<file path="src/rtl/frame_sequencer.sv">
// frame_sequencer
//   Per-frame control sequencer. Captures a pose (x, y, angle) either from
//   three manual key presses or, in auto mode, directly from pose_*, then runs
//   three client stages in turn: level loader (LL), draw grid (DG) and
//   raytracer (RT). Each stage gets a one-cycle start pulse and is awaited
//   through its done input. The shared grid port is muxed to whichever
//   client's WAIT_* state is active.
//
// Ports
//   clock, reset            sole clock; synchronous active-high reset
//   key_n[2:0]              active-low load keys (0 = X, 1 = Y, 2 = angle)
//   data                    manual pose data
//   auto_mode               1 = run frames back-to-back using pose_*
//   pose_x/pose_y/pose_angle auto-mode pose
//   level                   level select; auto mode skips LL while unchanged
//   ll/dg/rt_start          one-cycle stage start pulses (combinational)
//   ll/dg/rt_done           stage done, level-sampled in matching WAIT_*
//   ll_gx/gy/gin/gwrite     level-loader grid port (read/write)
//   dg_gx/gy, rt_gx/gy      read-only client grid addresses
//   grid_x/y/in/write       muxed grid port (combinational)
//   x, y, angle             registered pose
//   frame_done              one-cycle pulse per completed frame
//   frame_count             completed frames, wraps 255 -> 0
//   busy                    high in any START_*/WAIT_* stage state
//   timeout_err             sticky stage watchdog flag
//   state_dbg               current state encoding
//
// Build option
//   FRAME_SEQUENCER_TIMEOUT_EN  enables the per-stage watchdog; a stage that
//   stays busy for TIMEOUT_CYCLES cycles sets timeout_err and the frame is
//   abandoned via DONE without being counted. Undefined: timeout_err = 0 and
//   stages are awaited indefinitely.

module frame_sequencer #(
  parameter int unsigned DATA_WIDTH     = 14,
  parameter int unsigned X_WIDTH        = 14,
  parameter int unsigned Y_WIDTH        = 13,
  parameter int unsigned ANGLE_WIDTH    = 8,
  parameter int unsigned GX_WIDTH       = 6,
  parameter int unsigned GY_WIDTH       = 5,
  parameter int unsigned CELL_WIDTH     = 3,
  parameter int unsigned TIMEOUT_CYCLES = 2**20
) (
  input  logic                   clock,
  input  logic                   reset,
  input  logic [2:0]             key_n,
  input  logic [DATA_WIDTH-1:0]  data,
  input  logic                   auto_mode,
  input  logic [X_WIDTH-1:0]     pose_x,
  input  logic [Y_WIDTH-1:0]     pose_y,
  input  logic [ANGLE_WIDTH-1:0] pose_angle,
  input  logic [1:0]             level,
  output logic                   ll_start,
  output logic                   dg_start,
  output logic                   rt_start,
  input  logic                   ll_done,
  input  logic                   dg_done,
  input  logic                   rt_done,
  input  logic [GX_WIDTH-1:0]    ll_gx,
  input  logic [GY_WIDTH-1:0]    ll_gy,
  input  logic [CELL_WIDTH-1:0]  ll_gin,
  input  logic                   ll_gwrite,
  input  logic [GX_WIDTH-1:0]    dg_gx,
  input  logic [GY_WIDTH-1:0]    dg_gy,
  input  logic [GX_WIDTH-1:0]    rt_gx,
  input  logic [GY_WIDTH-1:0]    rt_gy,
  output logic [GX_WIDTH-1:0]    grid_x,
  output logic [GY_WIDTH-1:0]    grid_y,
  output logic [CELL_WIDTH-1:0]  grid_in,
  output logic                   grid_write,
  output logic [X_WIDTH-1:0]     x,
  output logic [Y_WIDTH-1:0]     y,
  output logic [ANGLE_WIDTH-1:0] angle,
  output logic                   frame_done,
  output logic [7:0]             frame_count,
  output logic                   busy,
  output logic                   timeout_err,
  output logic [3:0]             state_dbg
);

  if (X_WIDTH > DATA_WIDTH || Y_WIDTH > DATA_WIDTH || ANGLE_WIDTH > DATA_WIDTH ||
      TIMEOUT_CYCLES == 0) begin : g_param_check
    $error("frame_sequencer: pose widths must fit DATA_WIDTH and TIMEOUT_CYCLES must be nonzero");
  end

  typedef enum logic [3:0] {
    WAIT_X   = 4'd0,
    LOAD_X   = 4'd1,
    WAIT_Y   = 4'd2,
    LOAD_Y   = 4'd3,
    WAIT_A   = 4'd4,
    LOAD_A   = 4'd5,
    START_LL = 4'd6,
    WAIT_LL  = 4'd7,
    START_DG = 4'd8,
    WAIT_DG  = 4'd9,
    START_RT = 4'd10,
    WAIT_RT  = 4'd11,
    DONE     = 4'd12
  } state_t;

  state_t                 r_state;
  state_t                 w_next;
  state_t                 w_auto_first;
  logic [X_WIDTH-1:0]     r_x;
  logic [Y_WIDTH-1:0]     r_y;
  logic [ANGLE_WIDTH-1:0] r_angle;
  logic                   r_frame_done;
  logic [7:0]             r_frame_count;
  logic                   r_busy;
  logic [1:0]             r_level;
  logic                   r_level_vld;
  logic                   w_in_wait;
  logic                   w_in_start;
  logic                   w_stage_done;
  logic                   w_timeout;

  // Auto frames skip the level loader while the requested level matches the
  // one held by the last level load that actually completed.
  assign w_auto_first = (r_level_vld && (level == r_level)) ? START_DG : START_LL;

  assign w_in_wait  = (r_state == WAIT_LL) || (r_state == WAIT_DG) || (r_state == WAIT_RT);
  assign w_in_start = (r_state == START_LL) || (r_state == START_DG) || (r_state == START_RT);

  always_comb begin
    w_stage_done = 1'b0;
    case (r_state)
      WAIT_LL: w_stage_done = ll_done;
      WAIT_DG: w_stage_done = dg_done;
      WAIT_RT: w_stage_done = rt_done;
      default: w_stage_done = 1'b0;
    endcase
  end

`ifdef FRAME_SEQUENCER_TIMEOUT_EN
  localparam int unsigned CNT_W = $clog2(TIMEOUT_CYCLES + 1);

  logic [CNT_W-1:0] r_wd_cnt;
  logic             r_timeout_err;

  // Counter is zero on the first cycle of every WAIT_* state because each one
  // is entered only from its START_* state.
  assign w_timeout = w_in_wait && !w_stage_done &&
                     (r_wd_cnt == CNT_W'(TIMEOUT_CYCLES - 1));

  always_ff @(posedge clock) begin
    if (reset) begin
      r_wd_cnt      <= '0;
      r_timeout_err <= 1'b0;
    end else begin
      if (w_in_start) begin
        r_wd_cnt <= '0;
      end else if (w_in_wait) begin
        r_wd_cnt <= r_wd_cnt + 1'b1;
      end
      if (w_timeout) begin
        r_timeout_err <= 1'b1;
      end
    end
  end

  assign timeout_err = r_timeout_err;
`else
  assign w_timeout   = 1'b0;
  assign timeout_err = 1'b0;
`endif

  // State register
  always_ff @(posedge clock) begin
    if (reset) begin
      r_state <= WAIT_X;
    end else begin
      r_state <= w_next;
    end
  end

  // Next-state logic
  always_comb begin
    w_next = r_state;
    case (r_state)
      WAIT_X: begin
        if (auto_mode)       w_next = w_auto_first;
        else if (!key_n[0])  w_next = LOAD_X;
      end
      LOAD_X:   w_next = WAIT_Y;
      WAIT_Y:   if (!key_n[1]) w_next = LOAD_Y;
      LOAD_Y:   w_next = WAIT_A;
      WAIT_A:   if (!key_n[2]) w_next = LOAD_A;
      LOAD_A:   w_next = START_LL;
      START_LL: w_next = WAIT_LL;
      WAIT_LL: begin
        if (ll_done)        w_next = START_DG;
        else if (w_timeout) w_next = DONE;
      end
      START_DG: w_next = WAIT_DG;
      WAIT_DG: begin
        if (dg_done)        w_next = START_RT;
        else if (w_timeout) w_next = DONE;
      end
      START_RT: w_next = WAIT_RT;
      WAIT_RT: begin
        if (rt_done || w_timeout) w_next = DONE;
      end
      DONE:     w_next = auto_mode ? w_auto_first : WAIT_X;
      default:  w_next = WAIT_X;
    endcase
  end

  // Combinational outputs: start pulses and grid-port ownership
  always_comb begin
    ll_start   = (r_state == START_LL);
    dg_start   = (r_state == START_DG);
    rt_start   = (r_state == START_RT);
    grid_x     = '0;
    grid_y     = '0;
    grid_in    = '0;
    grid_write = 1'b0;
    case (r_state)
      WAIT_LL: begin
        grid_x     = ll_gx;
        grid_y     = ll_gy;
        grid_in    = ll_gin;
        grid_write = ll_gwrite;
      end
      WAIT_DG: begin
        grid_x = dg_gx;
        grid_y = dg_gy;
      end
      WAIT_RT: begin
        grid_x = rt_gx;
        grid_y = rt_gy;
      end
      default: ;
    endcase
  end

  // Registered outputs and datapath
  always_ff @(posedge clock) begin
    if (reset) begin
      r_x           <= '0;
      r_y           <= '0;
      r_angle       <= '0;
      r_frame_done  <= 1'b0;
      r_frame_count <= '0;
      r_busy        <= 1'b0;
      r_level       <= '0;
      r_level_vld   <= 1'b0;
    end else begin
      // frame_done/frame_count update on the edge into DONE, so the pulse
      // coincides with the DONE state; a watchdog exit never reaches here.
      r_frame_done <= (r_state == WAIT_RT) && rt_done;
      if ((r_state == WAIT_RT) && rt_done) begin
        r_frame_count <= r_frame_count + 8'd1;
      end

      r_busy <= (w_next == START_LL) || (w_next == WAIT_LL) ||
                (w_next == START_DG) || (w_next == WAIT_DG) ||
                (w_next == START_RT) || (w_next == WAIT_RT);

      if (r_state == LOAD_X) r_x     <= data[X_WIDTH-1:0];
      if (r_state == LOAD_Y) r_y     <= data[Y_WIDTH-1:0];
      if (r_state == LOAD_A) r_angle <= data[ANGLE_WIDTH-1:0];
      if (auto_mode && ((r_state == WAIT_X) || (r_state == DONE))) begin
        r_x     <= pose_x;
        r_y     <= pose_y;
        r_angle <= pose_angle;
      end

      if ((r_state == WAIT_LL) && ll_done) begin
        r_level     <= level;
        r_level_vld <= 1'b1;
      end
    end
  end

  assign x           = r_x;
  assign y           = r_y;
  assign angle       = r_angle;
  assign frame_done  = r_frame_done;
  assign frame_count = r_frame_count;
  assign busy        = r_busy;
  assign state_dbg   = r_state;

endmodule

</file>
<file path="config.mk">
export PLATFORM = sky130hd
export DESIGN_NAME = frame_sequencer
export DESIGN_NICKNAME = d
export VERILOG_FILES = /design/src/rtl/frame_sequencer.sv
export SDC_FILE = /design/constraint.sdc
export NUM_CORES = 1
export LEC_CHECK = 0
export CORE_MARGIN = 2
export CORE_UTILIZATION = 35
export CTS_CLUSTER_SIZE = 40
export DETAILED_ROUTE_END_ITERATION = 8
export DONT_BUFFER_PORTS = 1
export PLACE_DENSITY = 0.56
export SYNTH_ARGS = -nofsm -noshare
export SYNTH_HDL_FRONTEND = slang
export SYNTH_SLANG_ARGS = --single-unit
</file>
<file path="constraint.sdc">
create_clock -name clock -period 3.4 [get_ports clock]
set_input_delay 0.34 -clock clock [delete_from_list [all_inputs] [get_ports clock]]
set_output_delay 0.34 -clock clock [all_outputs]
set_load 0.05 [all_outputs]
</file>
* Word-level counts from Yosys, hierarchy flattened
Index checks and enable logic that the tools add are counted.
W data, S select, Z words.
** Operators by class
- Mux-type cells :: 20
- $add $sub $neg :: 1
- Reduce and logical (&&, ||, !) cells :: 14
- Equal/unequal tests :: 19
** Operators by type and width (count)
- $pmux W4 S13 :: 1
- $eq A4 B4 Y1 const B :: 9
- $mux W4 :: 9
- $mux W14 :: 2
- $mux W13 :: 2
- $eq A4 B3 Y1 const B :: 6
- $pmux W6 S3 :: 1
- $mux W8 :: 2
- $pmux W5 S3 :: 1
- $add A8 B1 Y8 const B :: 1
- $eq A4 B2 Y1 const B :: 2
- $logic_or A1 B1 Y1 :: 6
- $reduce_bool A2 Y1 :: 3
- $eq A4 B1 Y1 const B :: 1
- $logic_and A1 B1 Y1 :: 4
- $logic_not A4 Y1 :: 1
- $mux W3 :: 1
- $eq A2 B2 Y1 :: 1
- $mux W1 :: 1
** Storage, ports and cells
- Register bits :: 52
- Output and inout bits :: 68

* Longest topological paths before layout
- Depth after elaboration :: 11
- Mapped depth :: 7
- Depth with buffers taken out :: 5

* Worst setup path after synthesis
Ideal clock, no wire load.
- Path kind :: flip-flop to output port
- Start :: register r_state[3] (netlist: state_dbg[3])
- End :: output port grid_x[0]
- Arrival :: 1918 ps
- Buffers on the path :: 3
- Cell stages (with the launch flop) :: 7
- Slack :: 1142 ps
- Required time :: 3060 ps
- Cell sequence :: dfxtp_1 buf_4 and4b_1 buf_2 buf_2 a222oi_1 inv_1
** Between the ends
- Word-level cells in the longest chain between the ends :: 2
** Ends and longest elaborated chain
- start: declaration :: RTL line 102 : state_t r_state;
- start signal: assignment :: RTL line 173 : r_state <= w_next;
- $eq A4 B4 Y1, or another cell as far along
- $pmux W6 S3 (*) :: RTL line 218 : case (r_state)
- end: declaration :: RTL line 67 : output logic [GX_WIDTH-1:0] grid_x,
Every way passes the cells marked *; elsewhere a longest branch is shown, timed or not.

* Final worst setup path
- Start :: register r_state[1] (netlist: state_dbg[1])
- End :: output port grid_y[0]
** Between the ends
- Word-level cells in the longest chain between the ends :: 2
** Ends and longest elaborated chain
- $eq A4 B4 Y1, or another cell as far along
- $pmux W5 S3 (*) :: RTL line 218
- end: declaration :: RTL line 68 : output logic [GY_WIDTH-1:0] grid_y,
Marked as above.

==> results.md <==
- Status: finished clean
- Crit end category: primary output
- R2R Path Start: state_dbg[1]
- Worst Skew: 0.00627 ns
- Worst path required time: 3.06 ns
- Crit Path Max Fanout: 16
- Final WL: 6930 um
- Worst-Margin Slew: 0.942 ns
- Internal cell power: 1450 uW
- Endpoints failing setup: 0
- GR Overflow Total: 0
- Synthesized area: 2830 um2
- Core Util, Final: between 30% and 40%
- H-tree depth: 2
- CORE AREA: ~7800 um2
- DR WL/cell: 17.6 um
- # port buffers: 0
- CTS tree: yes
- Avg Cell Area, Syn: between 9 and 10 um2
- Prevailing post-synth register cell: dfxtp_1
- Sequential standard cell area: 1040 um2
- Hold Path Sink: y[11]
- Fin nets: 389
- Post-synth top area cell: dfxtp_1
- P&R area growth vs syn: 5.71%
- Total negative setup slack: 0 ns
- Setup crit start kind: flip-flop
- Area of the multi-input gates: 1570 um2
- RSZ-0062 raised after global routing: no
- Filler Cells Inserted: 813
- Row count: 32
- Number of global-route vias before repair: 2,037
- Post-route design area: about 3000 um2
- Layout cell share with drive strength beyond 1: 15.8%
- Static leakage: between 0.001 and 0.0015 uW
- Post-synth cell types: 42
- Skew-Pair Late Insertion Delay: 0.30 ns
- R2R setup slack: 0.99 ns
- Max cap viols: 0
- Die Wd: 93.9 um
- Clk sinks: 52
- Gr usage total: 14.9%
- Starting density of the core: 36.4%
- Maximum VDD drop: 0.431 mV
- Clk pwr share: 16.8%
- Global-route wire length before repair: 10,500 um
- Hold Path Origin: reset
- Initial antenna violation count: 0
- Drt drc: 0
- CP cell instances: and4b_1 > a222oi_1 > inv_1
- Crit path time final: about 2.8 ns
- Mapped Cells: 302
- Io pins: 165
- Post-DP Area: 2860 um2
- Post-DP HPWL: 5110 um
- Slew Limit Fails: 0
- Hold Fails Final Rpt: 0
- Slowest cell on the critical path: dfxtp_1
- Die height: around 94 um
- F_max: 358 MHz
- Async SR Flop Fraction: 0%
- DIE AREA: 8810 um2
- Mapped Nets: 400
- TritonCTS buffer count: 5
- Critical Path Start: state_dbg[1]
- Number of synthesized register bits: 52
- Crit path largest cell delay: about 0.9 ns
- Post-Layout Cell Count: 393
- Power per cell area: 983 nW/um2
- GP Congestion: 0.795
- R2R depth: 5
- Clock slew at reported path FFs: 0.10 ns
- CP Class: reg2out
- DR pass1 iterations: 5
- Most common cell in the synthesized netlist: dfxtp_1
- Switching Power: 1480 uW
- Vias: 2,180
- WHS: between 0.09 and 0.1 ns
- Pin count of the biggest net entering global routing: 50
- Switch share: 50.6%
- Synth Warn #: 0
- Synth cell count leaders: dfxtp_1 (52), nor2_1 (50), mux2i_1 (35)
- Area contributors post-synth: dfxtp_1 (37%), mux2i_1 (12%), a211oi_2 (10%)
- Reg2reg end: x[11]
- Max clock buf depth: 2
- Vias per inst: 5.55
- Worst Hold Depth: 1
- Postcts setup bufs: 0
- Cts repair resizes: 0
- Rel. slew slack: 37.0%
- CTS root buffer: clkbuf_8
- Post-detailed-route count of antenna-violating nets: 0
- Post-synth EDFFs: 0
- Seq pwr share: 52.2%
- Hold Path Class: in2reg
- Placed cell count: 386
- Cts hold-fix bufs: 0
- Inserted Diodes: 0
- Combinational power share: 31.0%
- Arrival time at the worst endpoint: 2.45 ns
- Iter 0 DRT Violations: between 100 and 150
- Sequential share of the synthesized area: 36.8%
- Final period util: 82.1%
- Top cell type's share of synthesized area: 36.8%
[power groups by stage]
stage / registers, uW / logic (uW) / clock network [uW]
6_report: 1530 / 910 / 493
3_3_place_gp: 1550 / 898 / 0
4_1_cts: 1540 / 927 / 510
3_5_place_dp: 1550 / 924 / 0
5_1_grt: 1560 / 1010 / 537
2_1_floorplan: 1530 / 829 / 0
[worst max-delay path: cells and delay by family (launching register included)]
family	cells	cell delay, ns
simple gates	1	0.65
flops	1	0.90
compound gates	1	0.22
buf+inv	1	0.38
[metrics by stage]
stage | setup slack (ns) | total power (uW)
floorplan | 1.14 | 2360
global route | 0.399 | 3100
detailed placement | 0.953 | 2480
global placement | 0.994 | 2450
finish | 0.607 | 2940
CTS | 0.610 | 2970
[worst max path at each step]
| stage | endpoint | depth (start not counted) |
|---|---|---|
| floorplan | grid_x[0] | 6 |
| global placement | grid_x[2] | 3 |
| detailed placement | grid_y[0] | 3 |
| CTS | grid_y[0] | 3 |
| global route | grid_y[0] | 3 |
| finish | grid_y[0] | 3 |
[sequential cells by signal, summed over array words and instances, names as in the netlist]
signal and flops:
state_dbg 4, r_level_vld 1, frame_done 1, y 13, r_level 2, frame_count 8
x 14, angle 8, busy 1
[cell usage in the layout (no fill, tap or decap), drive strengths merged, types with 5 or more instances in the layout]
cell type,count
nand2,12
inv,14
a21oi,6
a211oi,35
xnor2,5
nand3,6
a222oi,11
nor3,7
clkbuf,5
buf,9
dfxtp,52
mux2i,35
nor2,51
[area by class of cell]
| cell class | instances | share of cell area [%] |
|---|---|---|
| Multi-Input combinational cell | 209 | 52.6 |
| Sequential cell | 52 | 34.8 |
| Tap cell | 102 | 4.27 |
| Clock buffer | 5 | 2.30 |
| Timing Repair Buffer | 9 | 2.26 |
| Clock inverter | 2 | 2.01 |
| Inverter | 14 | 1.76 |
[routing by layer]
layer	GRT usage (%)	wire length, um	up-vias
li1	-	-	1059
met1	19.7	2940	1029
met2	23.8	3330	87
met3	4.82	623	5
met4	3.26	41	0
met5	0	0	-
[cells by family (layout without fill, tap and decap cells)]
| logic type | after synthesis | count (layout) | synth area share, % |
|---|---|---|---|
| adders and majority gates | 1 | 1 | 0.443 |
| buffers and inverters | 41 | 30 | 7.61 |
| DFF | 52 | 52 | 36.8 |
| other | 1 | 1 | 0.133 |
| AOI/OAI and AO/OA | 64 | 64 | 21.2 |
| muxes | 35 | 35 | 12.4 |
| xor gates and xnor gates | 9 | 9 | 2.79 |
| and+or+nand+nor | 99 | 99 | 18.5 |
No activity file was read; power rests on OpenSTA's default activity.
